**src/rtl/conn_pkg.sv**
```systemverilog
// conn_pkg -- shared definitions for the link connection handshake.
//
// Holds the message codes carried on the rx/tx message channels, the
// connection state encodings and the interrupt status bit indices. Both
// the responder and the initiator-side logic import this package, so the
// initiator can compare its state against ST_ESTABLISHED directly.
package conn_pkg;

    // Message codes (3 bits, same encoding on rx_type and tx_type)
    localparam logic [2:0] MSG_NONE   = 3'd0;
    localparam logic [2:0] MSG_SYN    = 3'd1;
    localparam logic [2:0] MSG_SYNACK = 3'd2;
    localparam logic [2:0] MSG_ACK    = 3'd3;
    localparam logic [2:0] MSG_FIN    = 3'd4;
    localparam logic [2:0] MSG_FINACK = 3'd5;
    localparam logic [2:0] MSG_RST    = 3'd6;

    // Connection state encodings; codes 6..15 are unused
    typedef enum logic [3:0] {
        ST_CLOSED      = 4'd0,
        ST_LISTEN      = 4'd1,
        ST_SYN_RCVD    = 4'd2,
        ST_ESTABLISHED = 4'd3,
        ST_CLOSE_WAIT  = 4'd4,
        ST_LAST_ACK    = 4'd5
    } conn_state_t;

    // Interrupt status bit indices
    localparam int INT_ESTABLISHED = 0;
    localparam int INT_PEER_CLOSED = 1;
    localparam int INT_TIMEOUT     = 2;
    localparam int INT_RST_RCVD    = 3;

endpackage

```
**src/rtl/conn_timeout_ctr.sv**
```systemverilog
// conn_timeout_ctr -- handshake timeout counter.
//
// Counts while en is high and raises tc once the count reaches
// TIMEOUT_CYCLES-1. The count holds at the terminal value so a caller
// that cannot act on tc immediately still sees it on later cycles.
// clr has priority over en and returns the count to zero.
//
// Ports:
//   clk  in  clock, rising edge
//   rst  in  asynchronous active-high reset
//   clr  in  synchronous clear of the count
//   en   in  count enable
//   tc   out terminal count reached (count == TIMEOUT_CYCLES-1)
module conn_timeout_ctr #(
    parameter int TIMEOUT_CYCLES = 16
) (
    input  logic clk,
    input  logic rst,
    input  logic clr,
    input  logic en,
    output logic tc
);

    localparam logic [15:0] TC_VAL = 16'(TIMEOUT_CYCLES - 1);

    logic [15:0] count_reg;

    always_ff @(posedge clk or posedge rst) begin
        if (rst) begin
            count_reg <= '0;
        end else if (clr) begin
            count_reg <= '0;
        end else if (en && !tc) begin
            count_reg <= count_reg + 16'd1;
        end
    end

    assign tc = (count_reg == TC_VAL);

endmodule

```
**src/rtl/conn_responder.sv**
```systemverilog
// conn_responder -- responder end of the link connection handshake.
//
// Accepts SYN/ACK/FIN/RST messages from the initiator, drives the matching
// replies through a single-entry TX buffer, and exposes the connection
// state plus a sticky write-1-to-clear interrupt status vector.
//
// Build option: define CONN_RESP_RETRY_EN to resend SYNACK up to MAX_RETRY
// times on a SYN_RCVD timeout before giving up. Without it the first
// timeout returns to LISTEN and MAX_RETRY has no effect.
//
// Ports:
//   clk          in  clock, rising edge
//   rst          in  asynchronous active-high reset
//   listen_en    in  host enable; leave CLOSED and accept connections
//   close_req    in  host close request (acted on in CLOSE_WAIT)
//   rx_valid     in  incoming message valid
//   rx_ready     out block can consume a message
//   rx_type[2:0] in  incoming message code
//   tx_valid     out outgoing message valid
//   tx_ready     in  sink accepts the outgoing message
//   tx_type[2:0] out outgoing message code
//   conn_state   out current state encoding
//   established  out conn_state == ESTABLISHED
//   int_status   out sticky flags: [0] established, [1] peer closed,
//                    [2] timeout, [3] RST received
//   int_clear    in  write-1-to-clear for int_status
module conn_responder
    import conn_pkg::*;
#(
    parameter int TIMEOUT_CYCLES = 16,
    parameter int MAX_RETRY      = 2
) (
    input  logic       clk,
    input  logic       rst,
    input  logic       listen_en,
    input  logic       close_req,
    input  logic       rx_valid,
    output logic       rx_ready,
    input  logic [2:0] rx_type,
    output logic       tx_valid,
    input  logic       tx_ready,
    output logic [2:0] tx_type,
    output logic [3:0] conn_state,
    output logic       established,
    output logic [3:0] int_status,
    input  logic [3:0] int_clear
);

`ifdef CONN_RESP_RETRY_EN
    localparam logic [15:0] RETRY_LIMIT = 16'(MAX_RETRY);
`else
    // A zero limit means the first timeout gives up straight away.
    localparam logic [15:0] RETRY_LIMIT = 16'd0;
`endif

    conn_state_t state_reg;
    logic        tx_valid_reg;
    logic [2:0]  tx_type_reg;
    logic [3:0]  int_status_reg;
    logic [15:0] retry_reg;

    logic        rx_fire;
    logic        rst_msg;
    logic        syn_accept;
    logic        ack_fire;
    logic        fin_fire;
    logic        timer_tc;
    logic        timeout_hit;
    logic        retry_load;
    logic        give_up;
    logic        timer_clr;
    logic        timer_en;
    logic [3:0]  int_set;

    assign rx_ready    = (state_reg != ST_CLOSED) && !tx_valid_reg;
    assign rx_fire     = rx_valid && rx_ready;
    assign tx_valid    = tx_valid_reg;
    assign tx_type     = tx_type_reg;
    assign conn_state  = state_reg;
    assign established = (state_reg == ST_ESTABLISHED);
    assign int_status  = int_status_reg;

    always_comb begin
        // RST is acted on as soon as it is presented, even while a reply
        // is still sitting in the TX buffer; that is the only way to abort
        // a stalled handshake. It is formally consumed once rx_ready rises.
        rst_msg     = rx_valid && (rx_type == MSG_RST) && (state_reg != ST_CLOSED);
        ack_fire    = rx_fire && (rx_type == MSG_ACK);
        fin_fire    = rx_fire && (rx_type == MSG_FIN);
        syn_accept  = (state_reg == ST_LISTEN) && listen_en
                      && rx_fire && (rx_type == MSG_SYN);
        // An ACK in the same cycle as the timeout wins.
        timeout_hit = (state_reg == ST_SYN_RCVD) && timer_tc && !ack_fire && !rst_msg;
        // A resend waits for the previous SYNACK to drain; the counter
        // holds at terminal count meanwhile.
        retry_load  = timeout_hit && (retry_reg < RETRY_LIMIT) && !tx_valid_reg;
        give_up     = timeout_hit && (retry_reg >= RETRY_LIMIT);
        timer_clr   = syn_accept || retry_load;
        timer_en    = (state_reg == ST_SYN_RCVD);

        int_set                  = '0;
        int_set[INT_ESTABLISHED] = (state_reg == ST_SYN_RCVD) && ack_fire;
        int_set[INT_PEER_CLOSED] = (state_reg == ST_ESTABLISHED) && fin_fire;
        int_set[INT_TIMEOUT]     = give_up;
        int_set[INT_RST_RCVD]    = rst_msg;
    end

    conn_timeout_ctr #(
        .TIMEOUT_CYCLES(TIMEOUT_CYCLES)
    ) u_timeout (
        .clk (clk),
        .rst (rst),
        .clr (timer_clr),
        .en  (timer_en),
        .tc  (timer_tc)
    );

    always_ff @(posedge clk or posedge rst) begin
        if (rst) begin
            state_reg      <= ST_CLOSED;
            tx_valid_reg   <= 1'b0;
            tx_type_reg    <= MSG_NONE;
            int_status_reg <= '0;
            retry_reg      <= '0;
        end else begin
            // Set beats clear when both hit the same bit.
            int_status_reg <= (int_status_reg & ~int_clear) | int_set;

            if (tx_valid_reg && tx_ready) begin
                tx_valid_reg <= 1'b0;
            end

            // Every load below happens only with the TX buffer empty, so it
            // never collides with the handshake clear above.
            if (rst_msg) begin
                state_reg    <= listen_en ? ST_LISTEN : ST_CLOSED;
                tx_valid_reg <= 1'b0;
                tx_type_reg  <= MSG_NONE;
            end else begin
                case (state_reg)
                    ST_CLOSED: begin
                        if (listen_en) begin
                            state_reg <= ST_LISTEN;
                        end
                    end
                    ST_LISTEN: begin
                        if (!listen_en) begin
                            state_reg <= ST_CLOSED;
                        end else if (syn_accept) begin
                            state_reg    <= ST_SYN_RCVD;
                            tx_valid_reg <= 1'b1;
                            tx_type_reg  <= MSG_SYNACK;
                            retry_reg    <= '0;
                        end
                    end
                    ST_SYN_RCVD: begin
                        if (ack_fire) begin
                            state_reg <= ST_ESTABLISHED;
                        end else if (retry_load) begin
                            tx_valid_reg <= 1'b1;
                            tx_type_reg  <= MSG_SYNACK;
                            retry_reg    <= retry_reg + 16'd1;
                        end else if (give_up) begin
                            state_reg <= ST_LISTEN;
                        end
                    end
                    ST_ESTABLISHED: begin
                        if (fin_fire) begin
                            state_reg    <= ST_CLOSE_WAIT;
                            tx_valid_reg <= 1'b1;
                            tx_type_reg  <= MSG_ACK;
                        end
                    end
                    ST_CLOSE_WAIT: begin
                        if (close_req && !tx_valid_reg) begin
                            state_reg    <= ST_LAST_ACK;
                            tx_valid_reg <= 1'b1;
                            tx_type_reg  <= MSG_FIN;
                        end
                    end
                    ST_LAST_ACK: begin
                        if (ack_fire) begin
                            state_reg <= listen_en ? ST_LISTEN : ST_CLOSED;
                        end
                    end
                    default: begin
                        state_reg <= ST_CLOSED;
                    end
                endcase
            end
        end
    end

endmodule

```
**config.mk**
```make
export PLATFORM = sky130hd
export DESIGN_NAME = conn_responder
export DESIGN_NICKNAME = d
export VERILOG_FILES = /design/src/rtl/conn_pkg.sv /design/src/rtl/conn_timeout_ctr.sv /design/src/rtl/conn_responder.sv
export SDC_FILE = /design/constraint.sdc
export NUM_CORES = 1
export LEC_CHECK = 0
export BUFFER_PORTS_ARGS = -buffer_cell sky130_fd_sc_hd__buf_2
export CAP_MARGIN = 20
export CORE_MARGIN = 1.5
export CORE_UTILIZATION = 40
export CTS_CLUSTER_DIAMETER = 40
export DETAILED_ROUTE_END_ITERATION = 8
export GPL_ROUTABILITY_DRIVEN = 0
export PLACE_DENSITY = 0.65
export SETUP_SLACK_MARGIN = 0.02
export SYNTH_ARGS = -nofsm -noshare
export SYNTH_HDL_FRONTEND = slang
export SYNTH_HIERARCHICAL = 1
export SYNTH_SLANG_ARGS = --single-unit
export TNS_END_PERCENT = 10
```
**constraint.sdc**
```tcl
create_clock -name clk -period 6.15 [get_ports clk]
set_clock_uncertainty 0.1 [all_clocks]
set_input_delay 0.3075 -clock clk [delete_from_list [all_inputs] [get_ports clk]]
set_output_delay 0.3075 -clock clk [all_outputs]
set_load 0.02 [all_outputs]
```
; ---- After elaboration in Yosys (flattened, before gate mapping)
; Index checks and enable logic that the tools add are counted.
[totals]
regBits = 44
output_inout_bits = 14
[op_classes]
mux = 36
n_lt_le_gt_ge = 2
n_reduce_logical = 33
bitwise_logic = 4
eq_ne = 25
add_sub_neg = 2
[ops]
columns = operator, n
row1 = 16-bit two-way mux, 6
row2 = 4-bit two-way mux, 10
row3 = "16-bit by 1-bit adder with 16-bit output, second input constant", 2
row4 = 16-bit one-hot mux with 2 select lines, 1
row5 = 4-bit one-hot mux with 6 select lines, 1
row6 = 3-bit two-way mux, 7
row7 = "3-bit inequality test, second input constant", 7
row8 = 1-bit logical AND, 20
row9 = "16-bit by 4-bit equality test with 1-bit output, second input constant", 1
row10 = "16-bit by 1-bit greater-or-equal comparator with 1-bit output, second input constant", 1
row11 = "16-bit by 1-bit less-than comparator with 1-bit output, second input constant", 1
row12 = 7-bit AND reduction, 2
row13 = "4-bit inequality test, second input constant", 3
row14 = 3-bit one-hot mux with 4 select lines, 1
row15 = 1-bit two-way mux, 9
row16 = "4-bit by 2-bit equality test with 1-bit output, second input constant", 2
row17 = "4-bit by 3-bit equality test with 1-bit output, second input constant", 2
row18 = "2-bit inequality test, second input constant", 4
row19 = "3-bit equality test, second input constant", 2
row20 = 6-bit AND reduction, 1
row21 = 5-bit nonzero test, 1
row22 = 4-bit bitwise AND, 1
row23 = "4-bit by 1-bit equality test with 1-bit output, second input constant", 1
row24 = 1-bit logical NOT, 4
row25 = other kinds (11), 12

; ---- Longest topological paths before layout
; Gate-level depths: netlist of the first run.
[logic_depth]
ltp_word = 13
mapped_depth = 9

; ---- By module
; Netlist of the first run, hierarchy kept.
[by_module_without_submodules]
columns = module, area_per_inst_um2, cells_each, seq_area_each_um2, instances
row1 = conn_timeout_ctr, 863.3, 87, 400.4, 1
row2 = conn_responder, 792.0, 88, 275.3, 1

; ---- Least setup slack after synthesis of the first run
; OpenSTA, ideal clock, no wires.
[synth_timing]
kind = flip-flop to flip-flop
from = register state_reg[1] (netlist: conn_state[1])
to = register u_timeout.count_reg[15]
required_time_ps = 5925
path_stages_with_launch = 10
n_path_buf = 2
t_arrival_ps = 2139
slack_ps = 3786
synth_period_minus_slack_ps = 2364
path_cell_list = dfrtp_1 > buf_2 > nor2b_4 > nand2_1 > inv_1 > and4_1 > clkbuf_1 > nand3_1 > nor3_1 > mux2_2
[synth_rtl]
columns = element, line
row1 = "start, declared", conn_responder.sv:56  ; conn_state_t state_reg;
row2 = "start signal, assigned", conn_responder.sv:136  ; state_reg <= listen_en ? ST_LISTEN : ST_CLOSED;
row3 = "start signal, assigned", conn_responder.sv:183  ; state_reg <= listen_en ? ST_LISTEN : ST_CLOSED;
row4 = 4-bit by 2-bit equality test with 1-bit output (*), conn_responder.sv:99  ; timer_en = (state_reg == ST_SYN_RCVD);
row5 = net timer_en, conn_responder.sv:72  ; logic timer_en;
row6 = 1-bit logical AND (3 in series), conn_responder.sv:93  ; timeout_hit = (state_reg == ST_SYN_RCVD) && timer_tc && !ack_fire && !rst_msg;
row7 = 1-bit logical AND (2 in series), conn_responder.sv:96  ; retry_load = timeout_hit && (retry_reg < RETRY_LIMIT) && !tx_valid_reg;
row8 = 1-bit logical OR, conn_responder.sv:98  ; timer_clr = syn_accept || retry_load;
row9 = 16-bit two-way mux or 2-bit nonzero test (tied branches), --
row10 = "end signal, assigned", conn_timeout_ctr.sv:34  ; count_reg <= count_reg + 16'd1;
row11 = "end, declared", conn_timeout_ctr.sv:26  ; logic [15:0] count_reg;
; The timed path passes the listed nets; every way through them passes the cells marked *.
; A chain may end at the register's enable or synchronous reset.

; ---- Final worst setup path of the first run
[layout_timing]
from = register u_timeout.count_reg[9]
to = register state_reg[0] (netlist: conn_state[0])
[layout_via]
elab_chain_len = 8
[layout_lines]
columns = element, line
row1 = 16-bit by 4-bit equality test with 1-bit output (*), conn_timeout_ctr.sv:38  ; assign tc = (count_reg == TC_VAL);
row2 = net timer_tc, conn_responder.sv:67  ; logic timer_tc;
row3 = 1-bit logical AND (*) (3 in series), conn_responder.sv:93
row4 = 1-bit logical AND (2 in series), conn_responder.sv:96
row5 = 4-bit inequality test (no source line), --
row6 = 7-bit AND reduction (no source line) (*), --
; Marks and branches as above.

==> metrics, run 1 <==
clock buffer count from CTS 3; GRT Overall Usage 17.6%; Avg Inst Size Synth 9.46 sq um; synth warn 6; Worst-Skew Late Latency 0.28 ns; Layout Utilization 46.4%; antenna-violating nets left 0; hpwl dp 2.74 mm; Max transition margin 52.4%; drt initial violations 69; Starting Density 41.4%; mux contribution to synthesized area 1.89%; Post-synth EDFFs 0; Post-Synth Simple-Gate Area 30.4%; Core Box Area 4000 sq um; post-synth cell types 58; Final period util 40.1%; highest ir drop seen on vdd 192 uV; max FFs per register 16; reg2reg path depth 6; Antenna diodes 0; part of the power in registers 43.2%; Synth Register Bits 27; die span in y 67.3 microns; # Max-Cap Violations 0; Placed Cells incl. Taps 242; Comb pwr share 42.8%; max-slew violations 0; clk sink count 27; most frequent cells in the layout dfrtp_1 (27), buf_2 (25), nor2_1 (21), inv_1 (11), xor2_1 (9); gr ovfl total 0; Net Sw Frac 44.3%; Worst Path Max Fanout 5; Reg2Reg Setup Slack 3.68 ns; CTS Root Cell clkbuf_8; row cnt 23; Clock Pin Slew Worst Setup and Hold Paths 0.11 ns; PortBufs 25; slew of the pin with the lowest slew margin 0.713 ns; Placed Area 1800 sq um; clock share of power 14.0%; Net Switching 0.345 mW; I/O pins 27; Via density 5.66; CP arrival 2.58 ns; initial antenna violation count 0; final setup vio count 0; Worst Setup End Kind register; Worst R2R Start u_timeout/count_reg[9]; Highest Signal Layer met4; first-pass GRT wire length 6.04 mm; met3 routed WL 227 microns; Internal Power 0.434 mW; Filler cells 396; beginning of the critical path u_timeout/count_reg[9]; Syn Nets 189; via count 1398; combinational family with the most area after synthesis simple AND/OR/NAND/NOR gates; Critical Path RT 6.26 ns; Horiz. Die Dim 67.3 microns; commonest non-fill, non-tap cell in the layout dfrtp_1; DP Worst Slack 3.74 ns; drt pass-1 iters 4; min Tclk post-route 2.47 ns; vias in the first global route 1276; largest net degree at the start of global routing 20; routed wl met2 1.57 mm; Power Density 419 nW/um^2; Metal-1 WL 1.84 mm; RSZ-0062 raised after global routing no; CP Launch Type register; sequential fraction of the synthesis area 40.8%; fin cells 247; P&R area growth vs syn 12.2%; WL final 3.67 mm; Synth Area in Adders 0.756%; Worst Setup EP conn_state[0]; Worst Hold Slack 0.0956 ns; Compound-Gate Fraction of Synth Area 15.7%; Primary FF master, synth dfrtp_1; Power, Total 0.779 mW; die area 4530 sq um; Synth Cell Area 1660 sq um; setup_tns 0 ns; xor and xnor area share after synthesis 4.76%; post-cts sizing count 0; Reg-to-Reg End conn_state[0]; Max Root-Sink Buffers 2; share of post-route cells with drive strength above 1 24.9%; CP Class register to register; Mapped Cells 175; Max H-tree Level 1; Routed WL per cell 14.9 microns; Async S/R FF share, synth 100%; Layout Nets 212; status completed; Finished Cell Area 1860 sq um; Static Leakage 0.816 nW; CTS tree built; final-report hold violation count 0; fmax 405 MHz; drt drc 0; PnR worst setup slack 3.68 ns; worst hold path class primary input to register
-- cell type report --
type | instances | area (sq um) | share of cell area (%)
multi-input combinational | 128 | 890 | 47.9
sequential | 27 | 676 | 36.4
timing repair buffer | 26 | 135 | 7.28
tap | 50 | 62.6 | 3.37
inverter | 12 | 45.0 | 2.43
clock buffer | 3 | 41.3 | 2.22
clock inverter | 1 | 7.51 | 0.404
-- timing repair --
item / CTS / global route
hold endpoints to repair: 11 / 0
buffers inserted: 0 / 0
hold buffers: 1 / 0
-- critical path: stages (launching register included) --
cell and delay [ns]:
dfrtp_1 0.43, or4_4 0.57, nor4_1 0.44, and3_1 0.25, o32ai_2 0.11, or3_1 0.41
o211ai_2 0.08
-- how the worst min path moves through the flow --
stage,start,to,depth (start not counted)
2_1_floorplan,rst,conn_state[0],1
5_1_grt,int_clear[1],int_status[1],2
4_1_cts,int_clear[1],int_status[1],2
6_report,int_clear[1],int_status[1],2
3_3_place_gp,rst,int_status[2],2
3_5_place_dp,rst,int_status[2],2
-- synth_stat cells, types with 2 or more instances --
library cell | number | share of area (%)
nand2_1 | 8 | 1.8
and4_1 | 3 | 1.6
mux2i_1 | 2 | 1.2
nor4_1 | 2 | 0.76
clkbuf_1 | 2 | 0.45
xor2_1 | 9 | 4.8
and3_1 | 2 | 0.76
nand3_1 | 7 | 2.1
or3_2 | 2 | 0.91
o21ai_0 | 6 | 1.8
nand3b_1 | 2 | 0.91
a21oi_1 | 8 | 2.4
inv_1 | 11 | 2.5
a32o_1 | 3 | 1.8
o22ai_1 | 4 | 1.5
buf_2 | 2 | 0.60
a22oi_1 | 2 | 0.91
nor3_1 | 2 | 0.60
nor2_1 | 21 | 4.8
or3_1 | 5 | 1.9
nor2b_1 | 2 | 0.76
nand4_1 | 7 | 2.6
or4_4 | 2 | 1.4
dfrtp_1 | 27 | 41
-- per-layer routing --
| layer | vias to the layer above | track usage [%] |
|---|---|---|
| met2 | 42 | 25.4 |
| met4 | 0 | 6.38 |
| li1 | 675 | - |
| met5 | - | 0 |
| met1 | 675 | 26.4 |
| met3 | 6 | 2.67 |
-- power by group through the flow --
stage	registers (mW)	clock network, mW	logic (mW)
global placement	0.337	0	0.324
global route	0.348	0.117	0.369
finish	0.337	0.109	0.333
floorplan	0.324	0	0.262
detailed placement	0.339	0	0.329
CTS	0.335	0.110	0.332
-- kinds of logic after synthesis --
kind of cell | Yosys count
simple gates | 80
compound gates | 34
flops | 27
buf+inv | 20
xor+xnor | 9
mux | 3
fa+ha+maj | 1
other cells | 1
(Power assumes the default switching activity.)
==> run 2: changes to the inputs <==
--- a/config.mk
+++ b/config.mk
@@ -12,7 +12,7 @@
 export CTS_CLUSTER_DIAMETER = 40
 export DETAILED_ROUTE_END_ITERATION = 8
 export GPL_ROUTABILITY_DRIVEN = 0
-export PLACE_DENSITY = 0.65
+export PLACE_DENSITY = 0.67
 export SETUP_SLACK_MARGIN = 0.02
 export SYNTH_ARGS = -nofsm -noshare
 export SYNTH_HDL_FRONTEND = slang
==> constraint.sdc (replaced) <==
create_clock -name clk -period 2.25 [get_ports clk]
set_clock_uncertainty 0.1 [all_clocks]
set_input_delay 0.1125 -clock clk [delete_from_list [all_inputs] [get_ports clk]]
set_output_delay 0.1125 -clock clk [all_outputs]
set_load 0.02 [all_outputs]
==> run 2 against run 1 <==
Non-clock buffer count rose by 21. Worst setup slack lost 3.6 ns. Clock power rose to 2.6 times the previous value. Global-route usage up 1.3 points. Total power grew to 2.9 times the previous value. Largest cell class unchanged. Count of clock-buffer cells in the layout unchanged. Core utilization rose by 4.5 points. Fmax rose by 15%. Highest routed layer unchanged. Sequential power rose by 150%. Design area rose by 9.7%.
==> metrics, run 2 (synthesis gave the netlist of run 1 again) <==
status completed; Power Density 1120 nW/um^2; Worst-Skew Late Latency 0.28 ns; WL final 3.97 mm; Worst R2R Start u_timeout/count_reg[11]; Static Leakage 0.933 nW; hold_sp tx_ready; Core Box Area 4000 sq um; commonest non-fill, non-tap cell in the layout dfrtp_1; P&R area growth vs syn 23.1%; Via density 5.51; Reg2Reg Setup Slack 0.10 ns; Final period util 95.5%; Max H-tree Level 1; max-slew violations 0; GRT Overall Usage 18.8%; antenna-violating nets left 0; Worst Path Max Fanout 3; die area 4530 sq um; CP arrival 2.25 ns; drt drc 0; CP Class register to register; fmax 466 MHz; Horiz. Die Dim 67.3 microns; Max Root-Sink Buffers 2; Placed Cells incl. Taps 257; setup_tns 0 ns; Worst Setup End Kind register; max FFs per register 16; clk sink count 27; highest ir drop seen on vdd 356 uV; via count 1476; Layout Nets 233; Starting Density 41.4%; WHS Path Cells 4; worst hold path class primary input to register; PortBufs 25; Critical Path RT 2.36 ns; reg2reg path depth 6; Filler cells 384; final setup vio count 0; min Tclk post-route 2.15 ns; vias in the first global route 1374; CTS Root Cell clkbuf_8; first-pass GRT wire length 6.47 mm; largest net degree at the start of global routing 17; final-report hold violation count 0; drt pass-1 iters 4; RSZ-0062 raised after global routing yes; gr ovfl total 0; share of post-route cells with drive strength above 1 30.7%; Worst Hold Slack 0.0611 ns; Clock Pin Slew Worst Setup and Hold Paths 0.10 ns; row cnt 23; Max transition margin 58.9%; Antenna diodes 0; Routed WL per cell 14.8 microns; clock buffer count from CTS 3; most frequent cells in the layout dfrtp_1 (27), buf_2 (25), nor2_1 (21), buf_4 (17), inv_1 (11); hpwl dp 2.97 mm; CTS tree built; initial antenna violation count 0; Reg-to-Reg End conn_state[0]; hold endpoint tx_valid; # Max-Cap Violations 0; CP Launch Type register; die span in y 67.3 microns; drt initial violations 110; fin cells 268; slew of the pin with the lowest slew margin 0.616 ns; I/O pins 27
run 2: per-layer routing:
layer / part of all wire (%) / vias to the layer above / track usage, %
met4: 1.0 / 0 / 5.87
met5: 0 / - / 0
met1: 49 / 712 / 27.2
li1: - / 723 / -
met3: 4.6 / 4 / 3.17
met2: 46 / 37 / 28.8
run 2: worst max-delay path by stage:
stage	cells past startpoint	startpoint	slack, ns	to
5_1_grt	6	u_timeout/count_reg[11]	0.01	conn_state[0]
6_report	6	u_timeout/count_reg[11]	0.10	conn_state[0]
3_3_place_gp	6	u_timeout/count_reg[13]	0.08	conn_state[0]
2_1_floorplan	9	conn_state[1]	-0.003	u_timeout/count_reg[15]
4_1_cts	6	u_timeout/count_reg[13]	0.02	conn_state[0]
3_5_place_dp	6	u_timeout/count_reg[13]	0.04	conn_state[0]
run 2: where the power goes:
group	internal [mW]	switching (mW)
clock	0.125	0.161
combinational	0.495	0.652
sequential	0.674	0.168
total	1.29	0.981
run 2: worst max-delay path, stage by stage, from the launching register on:
cell and delay [ns]:
dfrtp_1 0.41, or4_4 0.56, nor4_4 0.30, and3_1 0.20
o32ai_2 0.10, or3_1 0.33, o211ai_2 0.08
run 2: what timing repair did:
item	4_1_cts	5_1_grt
setup buffers	0	2
resized for setup	0	1
hold endpoints to repair	31	0
hold buffers	5	0
endpoints found under the setup margin	0	2
run 2: area by class of cell:
class / count / area [sq um] / area share (%)
Clock inverter: 1 / 5.00 / 0.246
Multi-Input combinational cell: 128 / 905 / 44.4
Timing Repair Buffer: 47 / 303 / 14.9
Sequential cell: 27 / 676 / 33.2
Clock buffer: 3 / 41.3 / 2.03
Inverter: 12 / 45.0 / 2.21
Tap cell: 50 / 62.6 / 3.07
run 2: metrics by stage:
step / setup WS (ns) / power (mW) / util [%] / cell area, sq um
5_1_grt: 0.0106 / 2.45 / 50.9 / 2040
2_1_floorplan: -0.00281 / 1.61 / - / 1670
6_report: 0.102 / 2.27 / 50.9 / 2040
3_5_place_dp: 0.0382 / 1.96 / 47.9 / 1920
3_3_place_gp: 0.0771 / 1.93 / 47.9 / 1920
4_1_cts: 0.0221 / 2.26 / 50.3 / 2010
==> run 3: changes to the inputs <==
--- a/config.mk
+++ b/config.mk
@@ -9,6 +9,7 @@
 export CAP_MARGIN = 20
 export CORE_MARGIN = 1.5
 export CORE_UTILIZATION = 40
+export CTS_BUF_LIST = sky130_fd_sc_hd__clkbuf_4
 export CTS_CLUSTER_DIAMETER = 40
 export DETAILED_ROUTE_END_ITERATION = 8
 export GPL_ROUTABILITY_DRIVEN = 0
@@ -16,6 +17,5 @@
 export SETUP_SLACK_MARGIN = 0.02
 export SYNTH_ARGS = -nofsm -noshare
 export SYNTH_HDL_FRONTEND = slang
-export SYNTH_HIERARCHICAL = 1
 export SYNTH_SLANG_ARGS = --single-unit
 export TNS_END_PERCENT = 10
==> run 3 against run 2 <==
Core utilization decreased by 1.9 points. Design area down 3.8%. Cell count is 1.5% lower. Largest cell class unchanged. Count of clock-buffer cells in the layout rose by 1. Highest routed layer is now met3.
==> metrics, run 3 <==
drt drc 0; Area contributors post-synth dfrtp_1 (40%), xnor2_1 (6.3%), nor2_1 (4.9%); sequential fraction of the synthesis area 40.3%; Max Root-Sink Buffers 2; Compound-Gate Fraction of Synth Area 11.2%; largest net degree at the start of global routing 28; Critical Path RT 2.37 ns; WL final 3.56 mm; Final period util 93.2%; initial antenna violation count 0; clk sink count 27; max-slew violations 0; Starting Density 41.9%; xor and xnor area share after synthesis 7.32%; CP arrival 2.21 ns; antenna-violating nets left 0; CTS Root Cell clkbuf_4; Synth Area in Adders 0.747%; PortBufs 25; Worst Path Max Fanout 15; Syn Nets 193; Async S/R FF share, synth 100%; gr ovfl total 0; CP Launch Type register; I/O pins 27; Antenna diodes 0; drt pass-1 iters 4; top-area cell type share of the netlist area 40.3%; final-report hold violation count 0; mux contribution to synthesized area 1.27%; Synth Register Bits 27; Filler cells 386; Routed WL per cell 13.5 microns; vias in the first global route 1317; CTS tree built; Layout Nets 229; post-synth top area cell dfrtp_1; Post-Synth Simple-Gate Area 33.8%; most common cell in the synthesized netlist dfrtp_1; fin cells 264; Layout Utilization 49.0%; worst hold path class primary input to register; synth warn 0; status completed; Max H-tree Level 1; first-pass GRT wire length 6.07 mm; Worst-Skew Late Latency 0.32 ns; fmax 477 MHz; commonest cells in the netlist dfrtp_1 (27), nor2_1 (22), xnor2_1 (12), nand2_1 (11), inv_1 (9); combinational family with the most area after synthesis simple AND/OR/NAND/NOR gates; min Tclk post-route 2.10 ns; final setup vio count 0; P&R area growth vs syn 17.0%; die span in y 67.7 microns; most frequent cells in the layout dfrtp_1 (27), buf_2 (25), nor2_1 (22), xnor2_1 (12), nand2_1 (11); Avg Inst Size Synth 9.36 sq um; RSZ-0062 raised after global routing yes; die area 4590 sq um; via count 1413; Clock Pin Slew Worst Setup and Hold Paths 0.15 ns; Primary FF master, synth dfrtp_1; Post-synth EDFFs 0; Static Leakage 0.818 nW; Placed Cells incl. Taps 254; # Max-Cap Violations 0; highest ir drop seen on vdd 371 uV; Via density 5.35; Worst Hold Slack 0.0661 ns; setup_tns 0 ns; drt initial violations 103; Mapped Cells 179; Core Box Area 4000 sq um; Worst Setup End Kind register; CP Class register to register; max FFs per register 16; GRT Overall Usage 17.4%; row cnt 23; share of post-route cells with drive strength above 1 23.8%; hpwl dp 2.57 mm; clock buffer count from CTS 3; post-synth cell types 53; Synth Cell Area 1680 sq um; Horiz. Die Dim 67.7 microns; Power Density 1120 nW/um^2; commonest non-fill, non-tap cell in the layout dfrtp_1
run 3: path summary, 6_finish.rpt:
path                                   startpoint                       to  slack [ns]  cells past startpoint
max                        u_timeout.count_reg[0]  u_timeout.count_reg[13]        0.15                      6
min                                      tx_ready                 tx_valid        0.07                      4
max reg2reg                u_timeout.count_reg[0]  u_timeout.count_reg[13]        0.15                      6
min reg2reg                            tx_type[1]               tx_type[1]        0.42                      1
max in group asynchronous                     rst   u_timeout.count_reg[9]        1.52                      4
min in group asynchronous                     rst            int_status[3]        0.26                      4
run 3: final cells by class:
class                   instances  area, sq um  area share, %
multi-input cells             136          920           46.9
flip-flops and latches         27          676           34.5
repair buffers                 38          238           12.1
well taps                      50         62.6           3.19
inverters                       9         33.8           1.72
clock buffers                   4         30.0           1.53
run 3: logic make-up after synthesis:
logic type                 count (synthesis)
and+or+nand+nor                           92
adders and majority gates                  1
buffers and inverters                     16
muxes                                      2
xor gates and xnor gates                  14
other                                      1
DFF                                       27
AOI/OAI and AO/OA                         26
run 3: critical path, cell delays in order, from the launching register on:
cell,delay (ns)
dfrtp_1,0.46
ha_1,0.26
and4b_1,0.23
and4_2,0.35
nor4_1,0.38
xnor2_1,0.18
nor2_2,0.04
run 3: power by group:
part / switching [mW] / internal, mW / total (mW)
combinational: 0.548 / 0.475 / 1.02
clock: 0.138 / 0.0813 / 0.220
sequential: 0.266 / 0.688 / 0.954
total: 0.953 / 1.24 / 2.20
run 3: repair_timing:
item,in CTS,in global routing
hold buffers,6,0
gates resized for setup,0,2
endpoints found under the setup margin,0,15
buffers inserted,0,0
endpoints found under the hold margin,31,0
run 3: metal layers:
layer	GRT usage (%)	up-vias	part of all wire (%)
li1	-	708	-
met1	24.9	669	51
met2	26.7	36	46
met3	2.67	0	3.0
met4	5.36	0	0
met5	0	-	0
run 3: through the flow:
| stage | setup slack [ns] | power [mW] | instance area, sq um |
|---|---|---|---|
| after detailed placement | 0.112 | 1.97 | 1860 |
| after floorplan | 0.287 | 1.69 | 1680 |
| final | 0.152 | 2.20 | 1960 |
| after CTS | 0.0909 | 2.21 | 1950 |
| after global routing | 0.00636 | 2.38 | 1960 |
| after global placement | 0.181 | 1.95 | 1860 |
